$ cat src/rtl/hls_stream_pkg.sv
// Shared definitions for the hls_stream FIFO family: counter sizing and
// the per-cycle access decode used by the occupancy counters.
package hls_stream_pkg;

    // Width of a counter that must hold every value 0..depth inclusive.
    function automatic int unsigned cnt_width(input int unsigned depth);
        return $clog2(depth + 1);
    endfunction

    // Bit 1 = write fire, bit 0 = read fire.
    typedef enum logic [1:0] {
        OP_IDLE = 2'b00,
        OP_RD   = 2'b01,
        OP_WR   = 2'b10,
        OP_BOTH = 2'b11
    } op_e;

endpackage

$ cat src/rtl/hls_stream_ram.sv
// DEPTH x (WIDTH+1) register array: one synchronous write port and one
// asynchronous read port. Contents are deliberately not reset.
module hls_stream_ram
    import hls_stream_pkg::*;
#(
    parameter int unsigned WIDTH = 16,
    parameter int unsigned DEPTH = 8,
    localparam int unsigned AW   = $clog2(DEPTH)
) (
    input  logic          clk,
    input  logic          we,
    input  logic [AW-1:0] waddr,
    input  logic [WIDTH:0] wdata,
    input  logic [AW-1:0] raddr,
    output logic [WIDTH:0] rdata
);

    logic [WIDTH:0] mem [DEPTH];

    always_ff @(posedge clk) begin
        if (we) begin
            mem[waddr] <= wdata;
        end
    end

    assign rdata = mem[raddr];

endmodule

$ cat src/rtl/hls_stream_fifo.sv
// Valid/ready stream FIFO with last-of-packet flags, occupancy and packet
// counters, almost-full threshold, synchronous flush and store-and-forward.
module hls_stream_fifo
    import hls_stream_pkg::*;
#(
    parameter int unsigned WIDTH       = 16,
    parameter int unsigned DEPTH       = 8,
    parameter int unsigned AFULL_LEVEL = 6,
    parameter bit          STORE_FWD   = 1'b0
) (
    input  logic                            clk,
    input  logic                            rst,
    input  logic [WIDTH-1:0]                in_data_bus,
    input  logic                            in_last_bus,
    input  logic                            write_valid,
    output logic                            write_ready,
    output logic [WIDTH-1:0]                data_bus,
    output logic                            last_bus,
    output logic                            read_ready,
    input  logic                            read_valid,
    input  logic                            flush,
    output logic [cnt_width(DEPTH)-1:0]     count,
    output logic [cnt_width(DEPTH)-1:0]     pkt_count,
    output logic                            almost_full
);

    localparam int unsigned AW = $clog2(DEPTH);
    localparam int unsigned CW = cnt_width(DEPTH);
    localparam logic [CW-1:0] DEPTH_C = CW'(DEPTH);
    localparam logic [CW-1:0] AFULL_C = CW'(AFULL_LEVEL);
    localparam logic [AW-1:0] LAST_IDX = AW'(DEPTH - 1);

    typedef struct packed {
        logic             last;
        logic [WIDTH-1:0] data;
    } entry_t;

    logic [AW-1:0] wr_ptr;
    logic [AW-1:0] rd_ptr;
    logic [CW-1:0] count_q;
    logic [CW-1:0] pkt_q;
    entry_t        wr_entry;
    entry_t        head;
    logic          wr_fire;
    logic          rd_fire;
    logic          pkt_inc;
    logic          pkt_dec;
    logic          head_avail;
    op_e           op;

    // Explicit wrap so non-power-of-two depths work.
    function automatic logic [AW-1:0] ptr_next(input logic [AW-1:0] p);
        return (p == LAST_IDX) ? '0 : p + 1'b1;
    endfunction

    assign wr_entry = '{last: in_last_bus, data: in_data_bus};

    hls_stream_ram #(
        .WIDTH (WIDTH),
        .DEPTH (DEPTH)
    ) u_ram (
        .clk   (clk),
        .we    (wr_fire && !flush),
        .waddr (wr_ptr),
        .wdata (wr_entry),
        .raddr (rd_ptr),
        .rdata (head)
    );

    // Store-and-forward hides the head until a whole packet is buffered.
    assign head_avail  = (count_q != '0) && (!STORE_FWD || (pkt_q != '0));
    assign write_ready = rst && (count_q < DEPTH_C);
    assign read_ready  = rst && head_avail;
    assign almost_full = rst && (count_q >= AFULL_C);
    assign data_bus    = read_ready ? head.data : '0;
    assign last_bus    = read_ready ? head.last : 1'b0;
    assign count       = count_q;
    assign pkt_count   = pkt_q;

    assign wr_fire = write_valid && write_ready;
    assign rd_fire = read_valid && read_ready;
    assign pkt_inc = wr_fire && in_last_bus;
    assign pkt_dec = rd_fire && head.last;
    assign op      = op_e'({wr_fire, rd_fire});

    always_ff @(posedge clk or negedge rst) begin
        if (!rst) begin
            wr_ptr  <= '0;
            rd_ptr  <= '0;
            count_q <= '0;
            pkt_q   <= '0;
        end else if (flush) begin
            wr_ptr  <= '0;
            rd_ptr  <= '0;
            count_q <= '0;
            pkt_q   <= '0;
        end else begin
            if (wr_fire) begin
                wr_ptr <= ptr_next(wr_ptr);
            end
            if (rd_fire) begin
                rd_ptr <= ptr_next(rd_ptr);
            end
            case (op)
                OP_WR:   count_q <= count_q + 1'b1;
                OP_RD:   count_q <= count_q - 1'b1;
                default: count_q <= count_q;
            endcase
            case ({pkt_inc, pkt_dec})
                2'b10:   pkt_q <= pkt_q + 1'b1;
                2'b01:   pkt_q <= pkt_q - 1'b1;
                default: pkt_q <= pkt_q;
            endcase
        end
    end

endmodule

$ cat config.mk
export PLATFORM = sky130hd
export DESIGN_NAME = hls_stream_fifo
export DESIGN_NICKNAME = d
export VERILOG_FILES = /design/src/rtl/hls_stream_pkg.sv /design/src/rtl/hls_stream_ram.sv /design/src/rtl/hls_stream_fifo.sv
export SDC_FILE = /design/constraint.sdc
export NUM_CORES = 1
export LEC_CHECK = 0
export BUFFER_PORTS_ARGS = -buffer_cell sky130_fd_sc_hd__buf_2
export CAP_MARGIN = 10
export CELL_PAD_IN_SITES_DETAIL_PLACEMENT = 0
export CELL_PAD_IN_SITES_GLOBAL_PLACEMENT = 1
export CORE_UTILIZATION = 46
export DETAILED_ROUTE_END_ITERATION = 10
export GPL_TIMING_DRIVEN = 0
export PLACE_DENSITY = 0.81
export SKIP_CTS_REPAIR_TIMING = 1
export SYNTH_ARGS = -nofsm -noshare
export SYNTH_HDL_FRONTEND = slang
export SYNTH_SLANG_ARGS = --single-unit
export TNS_END_PERCENT = 100
$ cat constraint.sdc
create_clock -name clk -period 2.72 [get_ports clk]
set_input_delay 0.136 -clock clk [delete_from_list [all_inputs] [get_ports clk]]
set_output_delay 0.136 -clock clk [all_outputs]
set_load 0.03 [all_outputs]
==> impl_metrics.ini, run 1 <==
[routing]
ant_nets = 0
wire_per_inst_um = 19.97
drc_errors = 0
viasPerCell = 5.429
firstDrtPassIters = 4
routed_wl_um = 12060
drt_iter0_drc = 263
num_vias = 3279

[timing]
tightest_slew_ns = 0.9492
hold_slack_ns = -0.01409
finClkSkew_ns = 0.005112
maxSlewHeadroom = 0.3672
tns_ns = 0
max_freq_mhz = 393.2
final.period_utilization = 0.9350
min_period_ns = 2.543
final_max_slew_viol_count = 0
setup_viol = 0
finalHoldViolCount = 26
rsz0062_at_grt = no

[layout]
syn_to_final_growth_pct = 21.44
finalInstanceArea_um2 = 7541
stdcell_count = 604
nets = 444
fillers = 1000
layout_common_cells = edfxtp_1, buf_2, nor2_1, mux4_2, mux2i_1
final_layout_size_suffix_gt1_frac = 0.3372
final_common_cell = edfxtp_1

[cts]
numCtsBuffers = 17
cts_root_buf = clkbuf_16
clk_path_buf_depth = 2
tritoncts = yes
path_clk_slew_ns = 0.06
h-tree-depth = 4
clkLatencyLatePin_ns = 0.42
cts.sinks = 150

[place]
place.gp.congestion = 0.7890
placed_cells = 565
numPortBuffers = 49
placed_area_um2 = 6850
dp.final_hpwl_um = 7765

[yosys]
synth_edf_count = 136
synth_fp_nets = 362
yosysWarnings = 0
synthFlopType = edfxtp_1
async_flop_share = 0.09333
seq_area_frac_synth = 0.7141
synth_cells = 332
syn_area_um2 = 6210
syn_avg_cell_area_um2 = 18.70
yosysUniqueCellTypes = 41
ys_ff_latch = 150

[critical_path]
cp-start-kind = register
crit_top_cell = buf_2
required_ns = 2.58
slowest_stage = buf_1
r2r-start = count[0]$_DFFE_PN0P_
rrSetupSlack_ns = 0.27
cp.arrival_ns = 2.41
crit_start = rd_ptr[2]$_DFFE_PN0P_
cp_top_family = buffers and inverters
cp-endpoint = data_bus[8]
crit_buf_inv = 3
cp_slowest_stage_delay_ns = 0.76
critical_path_class = register to primary output
worstPathMaxFanout = 10
worstSetupEndpointType = primary output
cp_num_cells = 5
worstPathCellList = buf_2 -> buf_1 -> mux2i_1 -> nor2_1 -> buf_2
rr_worst_depth = 9
r2r-end = pkt_count[3]$_DFFE_PN0P_

[global_route]
grt_pass1_vias = 3375
grt_max_degree = 21
grt-ovfl-total = 0
grt_pass1_wl_um = 18860
antenna_found_initial = 0
groute.usage.overall = 0.1887

[pwr]
power.density_nw_per_um2 = 735.1
p_leak_nw = 2.640
ir_drop_mv = 0.3582

[die]
rows = 42
die-area_um2 = 13970
die_width_um = 118.2
core_um2 = 13190
start_util = 0.4708
io_pins = 50
dieHeight_um = 118.2

[outcome]
violations = hold timing
status = complete, but fails checks

[worst_hold_path]
min_from = in_data_bus[7]
hold_class = input port to register

[job]
maxCapViolations = 0
[synthesized netlist by cell type (all sizes together), types with 2 or more instances]
cell type / count / share of area
edfxtp: 136 / 0.66
o21a: 2 / 0.0024
buf: 10 / 0.0093
nand2b: 6 / 0.0060
a31oi: 2 / 0.0020
dfrtp: 14 / 0.056
xor2: 4 / 0.0056
mux2: 3 / 0.0066
nor2b: 6 / 0.0060
mux2i: 24 / 0.039
o21ai: 3 / 0.0024
nand3b: 3 / 0.0042
nor2: 39 / 0.024
a21oi: 7 / 0.0056
nor3: 3 / 0.0024
clkbuf: 5 / 0.0030
nor3b: 2 / 0.0032
xnor2: 5 / 0.0083
mux4: 32 / 0.12
nand2: 6 / 0.0036
ha: 8 / 0.016
[where the power goes]
part	internal [mW]	leakage, nW	total, mW	switching (mW)
sequential	2.55	1.42	2.57	0.0271
combinational	0.215	0.920	0.534	0.319
clock	1.60	0.302	2.44	0.836
total	4.36	2.64	5.54	1.18
[state kept, by name, summed over array words and instances (netlist names)]
register	cells
pkt_count	4
count	4
rd_ptr	3
u_ram.mem	136
wr_ptr	3
[how the worst min path moves through the flow]
stage / to / depth (start not counted)
CTS: pkt_count[1]$_DFFE_PN0P_ / 1
global placement: pkt_count[0]$_DFFE_PN0P_ / 1
global route: u_ram.mem[0][5]$_DFFE_PP_ / 1
finish: u_ram.mem[0][7]$_DFFE_PP_ / 1
detailed placement: pkt_count[1]$_DFFE_PN0P_ / 1
floorplan: count[0]$_DFFE_PN0P_ / 0
[cells by family (layout without fill, tap and decap cells)]
| kind of cell | Yosys count | count (layout) | synth area share |
|---|---|---|---|
| buffers and inverters | 16 | 111 | 0.01289 |
| and+or+nand+nor | 72 | 72 | 0.06307 |
| other | 0 | 1 | 0 |
| DFF | 150 | 150 | 0.7141 |
| muxes | 59 | 59 | 0.1614 |
| xor gates and xnor gates | 9 | 9 | 0.01390 |
| adders and majority gates | 8 | 8 | 0.01612 |
| AOI/OAI and AO/OA | 18 | 18 | 0.01854 |
[per-stage QoR]
step / setup slack [ns] / power [mW] / util
2_1_floorplan: 0.2316 / 2.986 / -
3_3_place_gp: -0.3605 / 3.134 / 0.5068
3_5_place_dp: 0.1559 / 3.153 / 0.5194
4_1_cts: 0.04117 / 5.576 / 0.5661
5_1_grt: 0.02472 / 5.710 / 0.5715
6_report: 0.1767 / 5.543 / 0.5717
[routing by layer]
metal  wire [um]  vias to the layer above  track usage  share of wire
met5           0                        -            0              0
met4         232                        0      0.07212          0.019
met3         766                       20      0.04440          0.064
met2        5858                      101       0.3055           0.49
met1        5204                     1671       0.2485           0.43
li1            -                     1487            -              -
[layout make-up]
cell class	count	area [um^2]	area share
multi-input cells	166	1733	0.2298
clock inverters	14	187.7	0.02489
well taps	176	220.2	0.02920
diodes	1	2.502	0.0003318
plain buffers	15	87.58	0.01161
inverters	1	3.754	0.0004978
repair buffers	63	442.9	0.05874
clock buffers	18	429.2	0.05691
flip-flops and latches	150	4434	0.5880
[worst reg2reg max path, delay by kind of cell (launching register included)]
kind                       cells  cell delay (ns)
AOI/OAI and AO/OA              1             0.18
adders and majority gates      1             0.32
DFF                            1             0.47
muxes                          2             0.47
and+or+nand+nor                5             0.91
(Power assumes the default switching activity.)
==> inputs of run 2 (changes only) <==
CORE_MARGIN = 1.5   (was default)
CORE_UTILIZATION = 45   (was 46)
PLACE_DENSITY = 0.79   (was 0.81)
SETUP_SLACK_MARGIN = 0.02   (was default)
==> impl_metrics.ini, run 2 (synthesis results as in run 1) <==
[critical_path]
worstPathMaxFanout = 7
critical_path_class = register to register
worstSetupEndpointType = register
cp-start-kind = register
rr_worst_depth = 10
r2r-start = count[1]$_DFFE_PN0P_
cp.arrival_ns = 2.84
required_ns = 3.02
r2r-end = pkt_count[3]$_DFFE_PN0P_
rrSetupSlack_ns = 0.18

[routing]
wire_per_inst_um = 19.60
top_layer = met4
num_vias = 3207
ant_nets = 0
met1_length_um = 5283
drt_iter0_drc = 217
routed_wl_um = 11920
wl_met2_um = 5853
viasPerCell = 5.275
firstDrtPassIters = 4
met3WireLength_um = 565
drc_errors = 0

[place]
numPortBuffers = 49
dp.final_hpwl_um = 7654
placed_area_um2 = 6870
place.gp.congestion = 0.8229

[die]
io_pins = 50
die-area_um2 = 14510
dieHeight_um = 120.5
core_um2 = 13350
rows = 42
die_width_um = 120.5
start_util = 0.4652

[layout]
num_antenna_cells = 0
layout_common_cells = edfxtp_1, buf_2, nor2_1, mux4_2, mux2i_1
fillers = 1040
final_common_cell = edfxtp_1
finalCoreUtilization = 0.5659
nets = 449
largest_register_ffs = 136
syn_to_final_growth_pct = 21.64
final_layout_size_suffix_gt1_frac = 0.3426
finalInstanceArea_um2 = 7553
top_register = u_ram.mem

[job]
maxCapViolations = 0

[timing]
rsz0062_at_grt = no
final_max_slew_viol_count = 0
finClkSkew_ns = 0.008068
final.period_utilization = 0.9327
finalHoldViolCount = 25
tightest_slew_ns = 0.7395
setup_viol = 0
min_period_ns = 2.537
max_freq_mhz = 394.2
maxSlewHeadroom = 0.5054
hold_slack_ns = -0.01264

[global_route]
grt_max_degree = 21
grt_pass1_vias = 3272
groute.usage.overall = 0.1798
antenna_found_initial = 0
grt-ovfl-total = 0
grt_pass1_wl_um = 18600

[cts]
tritoncts = yes
clk_path_buf_depth = 2
numCtsBuffers = 17
h-tree-depth = 4
cts_root_buf = clkbuf_16
clkLatencyLatePin_ns = 0.42
cts.sinks = 150
path_clk_slew_ns = 0.06

[pwr]
p_leak_nw = 2.644
power.density_nw_per_um2 = 705.7
total_power_mw = 5.331
ir_drop_mv = 0.4423

[worst_hold_path]
whs_endpoint = u_ram.mem[3][15]$_DFFE_PP_
hold_class = input port to register
min_from = in_data_bus[15]
min_delay_path_depth = 1

[outcome]
violations = hold timing
status = complete, but fails checks
==> run 2: changes by cell type in the layout (fill, tap and decap cells not counted), moves of 2 or more <==
cell | previous run | this run
clkbuf_1 | 3 | 5
clkinv_2 | 3 | 5
clkinv_1 | 6 | 1
buf_6 | 3 | 1
dlygate4sd3_1 | 6 | 11
bufinv_16 | 5 | 2
clkinv_4 | 0 | 3
==> run 2: power breakdown <==
group | switching, mW | internal [mW]
logic | 0.319 | 0.221
registers | 0.0268 | 2.55
clock network | 0.876 | 1.34
==> run 2: critical path: stages, from the launching register on <==
cell     delay [ns]
dfrtp_1        0.38
buf_6          0.14
nor4_4         0.46
nor2_2         0.16
nand4_4        0.16
nor2_1         0.08
ha_1           0.32
a31oi_1        0.18
nor2_1         0.05
mux2i_1        0.15
mux2_1         0.33
==> run 2: how the worst max path moves through the flow <==
stage | start | to | slack [ns] | cells after the start
2_1_floorplan | count[3]$_DFFE_PN0P_ | pkt_count[3]$_DFFE_PN0P_ | 0.23 | 8
3_3_place_gp | rst | u_ram.mem[2][4]$_DFFE_PP_ | -0.40 | 4
3_5_place_dp | rst | pkt_count[3]$_DFFE_PN0P_ | 0.06 | 10
4_1_cts | rd_ptr[1]$_DFFE_PN0P_ | data_bus[0] | 0.05 | 6
5_1_grt | count[1]$_DFFE_PN0P_ | pkt_count[3]$_DFFE_PN0P_ | 0.03 | 10
6_report | count[1]$_DFFE_PN0P_ | pkt_count[3]$_DFFE_PN0P_ | 0.18 | 10
==> run 2: metrics by stage <==
stage / instances / setup TNS, ns / hold WS (ns) / worst slack (ns)
2_1_floorplan: 332 / 0 / -0.1596 / 0.2316
3_3_place_gp: 557 / -37.04 / 0.1008 / -0.4043
3_5_place_dp: 565 / 0 / 0.1131 / 0.06068
4_1_cts: 597 / 0 / -0.3369 / 0.05140
5_1_grt: 608 / 0 / 0.00002770 / 0.03487
6_report: 608 / 0 / -0.01264 / 0.1831
==> run 2: final cells by class <==
type	count	area (um^2)	area share
plain buffers	15	85.08	0.01126
clock buffers	19	432.9	0.05731
clock inverters	13	131.4	0.01739
inverters	1	3.754	0.0004969
multi-input cells	166	1733	0.2294
flip-flops and latches	150	4434	0.5870
well taps	176	220.2	0.02915
repair buffers	68	513.0	0.06791
==> run 2: routing by layer <==
metal / GRT usage / vias up
li1: - / 1487
met1: 0.2364 / 1612
met2: 0.2891 / 89
met3: 0.03679 / 19
met4: 0.08529 / 0
met5: 0 / -
==> inputs of run 3 (changes only) <==
PLACE_DENSITY = 0.77   (was 0.79)
clock period = 2.45 ns   (was 2.72 ns; I/O delays follow)
==> impl_metrics.ini, run 3 (synthesis results as in run 1) <==
[layout]
finalCoreUtilization = 0.5855
num_antenna_cells = 0
final_common_cell = edfxtp_1
finalInstanceArea_um2 = 7815
final_layout_size_suffix_gt1_frac = 0.3605
largest_register_ffs = 136
syn_to_final_growth_pct = 25.85
layout_common_cells = edfxtp_1, buf_2, mux4_2
top_register = u_ram.mem
nets = 459

[critical_path]
rr_worst_depth = 12
cp.arrival_ns = 2.22
required_ns = 2.33
worstPathMaxFanout = 8
worstSetupEndpointType = primary output
critical_path_class = register to primary output
cp-start-kind = register

[place]
placed_area_um2 = 6923
dp.final_hpwl_um = 7558
numPortBuffers = 49
place.gp.congestion = 0.7917

[timing]
maxSlewHeadroom = 0.5114
min_period_ns = 2.341
hold_slack_ns = -0.02269
finClkSkew_ns = 0.008990
rsz0062_at_grt = no
finalHoldViolCount = 24
final.period_utilization = 0.9557
final_max_slew_viol_count = 0
tightest_slew_ns = 0.7304
setup_viol = 0
max_freq_mhz = 427.1

[die]
core_um2 = 13350
dieHeight_um = 120.5
io_pins = 50
start_util = 0.4652
die-area_um2 = 14510
rows = 42
die_width_um = 120.5

[routing]
wire_per_inst_um = 19.96
viasPerCell = 5.350
firstDrtPassIters = 4
ant_nets = 0
num_vias = 3301
drc_errors = 0
drt_iter0_drc = 257
routed_wl_um = 12320

[job]
maxCapViolations = 0

[cts]
cts.sinks = 150
numCtsBuffers = 17
clk_path_buf_depth = 2
h-tree-depth = 4
clkLatencyLatePin_ns = 0.42
cts_root_buf = clkbuf_16
tritoncts = yes
path_clk_slew_ns = 0.06

[worst_hold_path]
hold_class = input port to register
min_delay_path_depth = 1

[outcome]
violations = hold timing
status = complete, but fails checks

[global_route]
grt_max_degree = 21
grt-ovfl-total = 0
grt_pass1_vias = 3316
antenna_found_initial = 0
groute.usage.overall = 0.1825
grt_pass1_wl_um = 18910

[pwr]
ir_drop_mv = 0.4078
p_leak_nw = 2.741
power.density_nw_per_um2 = 796.5
[run 3: cell types whose count changed in the layout (fill, tap and decap cells not counted), moves of 2 or more]
| cell | change |
|---|---|
| bufinv_16 | +3 |
| buf_6 | +4 |
| buf_4 | +6 |
| clkinv_4 | -3 |
| ha_1 | -2 |
| clkinv_1 | +4 |
| buf_16 | +4 |
| dlygate4sd3_1 | +3 |
| nor2_4 | +2 |
| buf_2 | -5 |
| buf_8 | -2 |
| clkbuf_1 | -3 |
[run 3: final cells by class]
| cell class | instances | area, um^2 |
|---|---|---|
| tap | 176 | 220.2 |
| inverter | 1 | 3.754 |
| fill | 1056 | 5533 |
| clock buffer | 17 | 425.4 |
| multi-input combinational | 166 | 1767 |
| buffer | 15 | 128.9 |
| clock inverter | 14 | 188.9 |
| sequential | 150 | 4436 |
| timing repair buffer | 78 | 645.6 |
[run 3: metal layers]
layer,vias up,part of all wire,track usage
met4,0,0.015,0.06176
met1,1669,0.41,0.2295
met2,101,0.52,0.3082
li1,1515,-,-
met3,16,0.054,0.04858
met5,-,0,0
[run 3: final timing paths]
kind	to	from	slack, ns
worst min-delay path	u_ram.mem[6][0]$_DFFE_PP_	in_data_bus[0]	-0.02
max in group asynchronous	count[3]$_DFFE_PN0P_	rst	1.51
min in group asynchronous	pkt_count[1]$_DFFE_PN0P_	rst	0.43
worst min register to register	wr_ptr[0]$_DFFE_PN0P_	wr_ptr[0]$_DFFE_PN0P_	0.61
worst max-delay path	last_bus	count[1]$_DFFE_PN0P_	0.11
worst max register to register	pkt_count[2]$_DFFE_PN0P_	count[1]$_DFFE_PN0P_	0.13
[run 3: critical path, stage by stage (launching register included)]
cell and delay [ns]:
dfrtp_1 0.39, buf_6 0.14, nor4_4 0.30, buf_4 0.20
nand2b_1 0.13, buf_6 0.15, inv_1 0.08, and4_1 0.22
buf_2 0.18
[run 3: report_power, final]
| part | switching [mW] | total [mW] | internal (mW) |
|---|---|---|---|
| sequential | 0.0322 | 2.86 | 2.83 |
| combinational | 0.372 | 0.660 | 0.288 |
| clock | 0.934 | 2.71 | 1.77 |
[run 3: per-stage QoR]
stage	hold WS (ns)	worst slack (ns)	power, mW	TNS [ns]	instances
6_report	-0.02269	0.1085	6.224	0	617
3_3_place_gp	0.09091	-0.6643	3.482	-73.72	557
3_5_place_dp	0.09823	-0.1921	3.504	-0.2604	565
2_1_floorplan	-0.1731	0.0001488	3.315	0	332
5_1_grt	0.0008422	0.01479	6.424	0	617
4_1_cts	-0.3483	-0.2870	6.203	-3.459	596
